File: config.mk
export PLATFORM = sky130hd
export DESIGN_NAME = input_sync_filt
export DESIGN_NICKNAME = d
export VERILOG_FILES = /design/src/rtl/input_sync_filt.sv
export SDC_FILE = /design/constraint.sdc
export NUM_CORES = 1
export LEC_CHECK = 0
export BUFFER_PORTS_ARGS = -buffer_cell sky130_fd_sc_hd__buf_4
export CAP_MARGIN = 20
export CORE_ASPECT_RATIO = 0.9
export CORE_MARGIN = 8
export CORE_UTILIZATION = 55
export DETAILED_ROUTE_END_ITERATION = 8
export PLACE_DENSITY_LB_ADDON = 0.25
export SYNTH_ARGS = -nofsm -noshare
export SYNTH_HDL_FRONTEND = slang
export SYNTH_SLANG_ARGS = --single-unit
File: constraint.sdc
create_clock -name clk -period 1.95 [get_ports clk]
set_input_delay 0.39 -clock clk [delete_from_list [all_inputs] [get_ports clk]]
set_output_delay 0.39 -clock clk [all_outputs]
set_load 0.01 [all_outputs]
File: src/rtl/input_sync_filt.sv
// rtl/input_sync_filt.sv - per-channel input synchroniser with run-length glitch filter and edge pulses
module input_sync_filt #(
  parameter int                  CHANNELS   = 3,
  parameter int                  STAGES     = 2,
  parameter int                  FILTER_LEN = 3,
  parameter logic [CHANNELS-1:0] RESET_VAL  = '0
) (
  input  logic                clk,
  input  logic                rst,
  input  logic [CHANNELS-1:0] async_in,
  output logic [CHANNELS-1:0] sync_out,
  output logic [CHANNELS-1:0] rise,
  output logic [CHANNELS-1:0] fall,
  output logic                any_edge
);

  localparam int             CW      = (FILTER_LEN > 1) ? $clog2(FILTER_LEN) : 1;
  localparam logic [CW-1:0]  CNT_MAX = CW'(FILTER_LEN - 1);

  generate
    if (CHANNELS < 1 || STAGES < 2 || FILTER_LEN < 1) begin : g_bad_params
      $error("input_sync_filt: illegal parameter values");
    end
  endgenerate

  // chain_q[i][0] is the first capture flop, chain_q[i][STAGES-1] the settled sample
  logic [STAGES-1:0]   chain_q [CHANNELS];
  logic [CW-1:0]       cnt_q   [CHANNELS];
  logic [CHANNELS-1:0] s_vec;
  logic [CHANNELS-1:0] differ_vec;
  logic [CHANNELS-1:0] accept_vec;

  always_comb begin
    s_vec      = '0;
    differ_vec = '0;
    accept_vec = '0;
    for (int i = 0; i < CHANNELS; i++) begin
      s_vec[i]      = chain_q[i][STAGES-1];
      differ_vec[i] = s_vec[i] != sync_out[i];
      accept_vec[i] = differ_vec[i] && (cnt_q[i] == CNT_MAX);
    end
  end

  always_ff @(posedge clk) begin
    if (rst) begin
      for (int i = 0; i < CHANNELS; i++) begin
        chain_q[i] <= {STAGES{RESET_VAL[i]}};
        cnt_q[i]   <= '0;
      end
      sync_out <= RESET_VAL;
      rise     <= '0;
      fall     <= '0;
      any_edge <= 1'b0;
    end else begin
      for (int i = 0; i < CHANNELS; i++) begin
        chain_q[i] <= {chain_q[i][STAGES-2:0], async_in[i]};
        // a matching sample or an accepted change both start a fresh run
        if (!differ_vec[i] || accept_vec[i]) begin
          cnt_q[i] <= '0;
        end else begin
          cnt_q[i] <= cnt_q[i] + CW'(1);
        end
        if (accept_vec[i]) begin
          sync_out[i] <= s_vec[i];
        end
      end
      rise     <= accept_vec & s_vec;
      fall     <= accept_vec & ~s_vec;
      any_edge <= |accept_vec;
    end
  end

endmodule

-- After elaboration in Yosys (flattened, before gate mapping)
Memory sizes are Yosys's and may differ from the RTL's.
Cells that the tools add are included.
- memory bits (writable): 12
- register bits after elaboration: 10
- output and inout bits: 10
- memories kept: 2
- word-level logic and storage cells: 69
- input bits: 5
- muxes and demuxes: 30
- reduce and logical (&&, ||, !) cells: 10
- equal/unequal tests: 6
- bitwise operators: 12
- add/subtract/negate cells: 3
- memory list (name ; words ; bits a word ; read ports ; clocked after Yosys merged registers in ; wr ports ; RTL line ; text):
    chain_q ; 3 ; 2 ; 3 ; 0 ; 3 ; 27 ; logic [STAGES-1:0] chain_q [CHANNELS];
    cnt_q ; 3 ; 2 ; 3 ; 0 ; 3 ; 28 ; logic [CW-1:0] cnt_q [CHANNELS];
- operators by type and width (operator ; number):
    2-to-1 mux 1 bit ; 21
    2-to-1 mux 2 bit ; 9
    OR 1 bit ; 9
    adder 2 x 1 -> 2 bit (second input constant) ; 3
    bitwise AND 3 bit ; 2
    equality test 2 bit (second input constant) ; 3
    logical AND 1 bit ; 3
    zero test 1 bit ; 3
    logical OR 1 bit ; 3
    inequality test 1 bit ; 3
    NOT 3 bit ; 1
    OR reduction 3 bit ; 1

-- Longest topological paths before layout
- depth in word-level cells: 8
- gate-level depth with buffers: 5
- gate-level depth less buffers: 5

-- Worst setup path before layout
OpenSTA, ideal clock, no wires.
- path type: reg2reg
- from: mem cnt_q[1][0] in the netlist's numbering
- to: mem cnt_q[1][0] in the netlist's numbering, data pin
- arrival: 1.031 ns
- required time: 1.811 ns
- slack: 0.780 ns
- cell stages (with the launch flop): 5
- setup time: 0.139 ns
- clock period less this slack: 1.170 ns
- buffers on the path: 0
- path through: edfxtp_1 inv_1 ha_1 or3_1 nor2_1
- RTL lines (element ; RTL line):
    start, declared ; 28

-- Worst setup path after layout
- from: reg sync_out[1]
- to: out sync_out[1]
- RTL lines (element ; RTL line ; text):
    start, declared ; 11 ; output logic [CHANNELS-1:0] sync_out,
    start signal, assigned by index ; 64 ; sync_out[i] <= s_vec[i];
No word-level cell between the ends.

==> flow_metrics.py <==
metrics = {
    "run_status": {
        "outcome": "complete, no violations",
    },
    "hold_path": {
        "min_path_type": "in -> reg",
    },
    "global_route": {
        "number_of_global_route_vias_before_repair": 527,
        "initial_antenna_violation_count": 0,
        "grt_first_pass_wirelength_um": 2180,
        "grt_start_max_net_pins": 22,
        "track_usage": 0.0942,
        "grt_overflow_total": 0,
    },
    "worst_setup_path": {
        "critPathCaptureType": "primary output",
        "crit_path_top_delay_cell": "sky130_fd_sc_hd__dfxtp_1",
        "cp_max_fo": 5,
        "cp_max_stage_delay_ns": 0.45,
        "worst_path_dominant_cell_family": "flip-flops",
        "crit_chain": "buf_4",
        "worst-endpoint-required_ns": 1.56,
        "path_buf_inv": 1,
        "critPathArrivalTime_ns": 0.91,
        "worst-setup-path-type": "reg -> out",
        "critPathLaunchType": "register",
    },
    "placement": {
        "post-dp-hpwl_um": 927,
        "routability_congestion": 0.641,
        "numPortBuffers": 14,
    },
    "timing": {
        "totalNegativeSetupSlack_ns": 0,
        "fin_crit_sh": 0.668,
        "finalHoldViolations": 0,
        "setup_violations": 0,
        "final-max-slew-violation-count": 0,
        "final.setup_skew_ns": 0.0119,
        "rsz0062_at_grt": "no",
        "fmax_ghz": 0.768,
        "post-route-min-period_ns": 1.30,
    },
    "power_and_ir_drop": {
        "internal-power_mw": 0.585,
        "max-vdd-ir-drop_mv": 0.493,
        "power_leakage_nw": 0.415,
        "power.share.sequential": 0.658,
        "switching_power_mw": 0.161,
        "pwr-share-comb": 0.061,
        "power_frac_clock": 0.281,
        "power_density_nw_per_um2": 780,
        "report.power.total_mw": 0.745,
        "power_switching_share": 0.216,
    },
    "cts": {
        "numClockSinks": 22,
        "cts.clk_slew.worst_paths_ns": 0.12,
        "postCtsSetupBuffers": 0,
        "cts_inserted_buffers": 3,
        "post_cts_hold_buffer_count": 0,
        "clk_path_buf_depth": 2,
        "clkLatencyLatePin_ns": 0.30,
        "clock_tree.htree_level_count": 1,
        "cts_root_buf": "sky130_fd_sc_hd__clkbuf_4",
        "cts_resized": 0,
        "cts_tree": "yes",
    },
    "yosys": {
        "largest_area_contributor_in_the_netlist": "sky130_fd_sc_hd__dfxtp_1",
        "leading_cell_type_by_number_of_instances_after_synthesis": "sky130_fd_sc_hd__dfxtp_1",
        "synthTopCellsByCount": "16 x sky130_fd_sc_hd__dfxtp_1, 11 x sky130_fd_sc_hd__nor2_1, 6 x sky130_fd_sc_hd__edfxtp_1, 6 x sky130_fd_sc_hd__nor2b_1",
        "synth_flop_cell": "sky130_fd_sc_hd__dfxtp_1",
        "synth-seq-cells": 22,
        "synthTopCellsByArea": "sky130_fd_sc_hd__dfxtp_1 40%, sky130_fd_sc_hd__edfxtp_1 23%, sky130_fd_sc_hd__nor2_1 5.2%",
        "mappedNetlistArea_sq_um": 795,
        "synth_enable_flop_cells": 6,
        "synth_seq_area_share": 0.630,
        "number_of_warnings_issued_by_yosys": 0,
        "synth.distinct_cells": 17,
        "syn_inst": 67,
        "post_synth.cell_area_avg_sq_um": 11.9,
        "share_of_async_settable_or_async_resettable_flops_after_synthesis": 0,
        "synth.top_cell.area_share": 0.403,
    },
    "finish": {
        "layout-drive-gt1-share": 0.193,
        "antenna_cells_inserted": 0,
        "fillers": 112,
        "num-nets-final": 97,
        "syn2layout_area_growth_pct": 20.3,
        "final_util": 0.683,
    },
    "route": {
        "ant_nets": 0,
        "route.vias.total": 500,
        "drt_wl_total_um": 1290,
        "drt_first_iter_violations": 1,
        "drt-wirelength-per-cell_um": 12.6,
        "viasPerCell": 4.85,
        "drt_first_pass_iters": 4,
        "detail_route.drc_violations": 0,
    },
    "floorplanning": {
        "floorplan.die_area_sq_um": 2920,
        "die_h_um": 52.1,
        "coreArea_sq_um": 1400,
        "initial_core_util": 0.568,
        "io_pins": 15,
        "placementRows": 13,
        "dieWidth_um": 56.1,
    },
    "flow_run": {
        "max-cap-violations": 0,
    },
}
-- layout make-up --
| cell class | count | area [sq um] | area share |
|---|---|---|---|
| Timing Repair Buffer | 14 | 105 | 0.110 |
| Tap cell | 15 | 18.8 | 0.0196 |
| Inverter | 4 | 15.0 | 0.0157 |
| Sequential cell | 22 | 500 | 0.524 |
| Clock buffer | 4 | 26.3 | 0.0275 |
| Multi-Input combinational cell | 44 | 290 | 0.304 |
-- power groups by stage --
stage / Sequential (mW) / Clock, mW / Combinational, mW
floorplan: 0.500 / 0 / 0.0295
global placement: 0.500 / 0 / 0.0432
detailed placement: 0.501 / 0 / 0.0445
CTS: 0.490 / 0.213 / 0.0448
global route: 0.492 / 0.228 / 0.0507
finish: 0.490 / 0.210 / 0.0452
-- stage by stage --
step	hold slack [ns]	cell area (sq um)	cells	setup slack (ns)
after CTS	0.299	956	103	0.664
final	0.301	956	103	0.648
after floorplan	0.414	813	72	0.780
after global placement	0.419	930	99	0.744
after detailed placement	0.425	930	99	0.695
after global routing	0.297	956	103	0.592
-- cell usage in the layout, fill, tap and decap left out, drive strengths merged, types with 4 or more instances in the layout --
cell type and instances:
clkbuf 4, dfxtp 16, inv 4, nor2b 6, edfxtp 6, nor4bb 4, buf 14, nor2 11
conb 6
-- cell families (layout without fill, tap and decap cells) --
family	Yosys count	count (layout)	share of synthesized area
AO/OA/AOI/OAI	1	1	0.0110
XOR/XNOR	3	3	0.0331
adder cells (fa/ha/maj)	3	3	0.0472
buffers and inverters	6	22	0.0283
flip-flops	22	22	0.630
multiplexers	3	3	0.0378
other	1	6	0.00472
AND/OR/NAND/NOR	28	28	0.208
-- final timing paths --
path / from / depth (start not counted) / slack (ns) / to
hold reg to reg: chain_q[0][2] / 1 / 0.46 / chain_q[0][3]
hold / removal: async_in[2] / 2 / 0.30 / chain_q[0][4]
setup / recovery: sync_out[1] / 1 / 0.65 / sync_out[1]
setup reg to reg: cnt_q[1][0] / 4 / 0.67 / cnt_q[1][1]
-- layer usage --
layer,global-route usage,vias up,part of all wire
li1,-,260,-
met1,0.101,225,0.51
met2,0.151,13,0.41
met3,0.0341,2,0.058
met4,0.0720,0,0.017
met5,0,-,0
-- state kept, by name (all words and copies together) (netlist names) --
signal and cells:
fall 3, cnt_q 6, sync_out 3, chain_q 6, rise 3, any_edge 1
No activity file was read; power rests on OpenSTA's default activity.
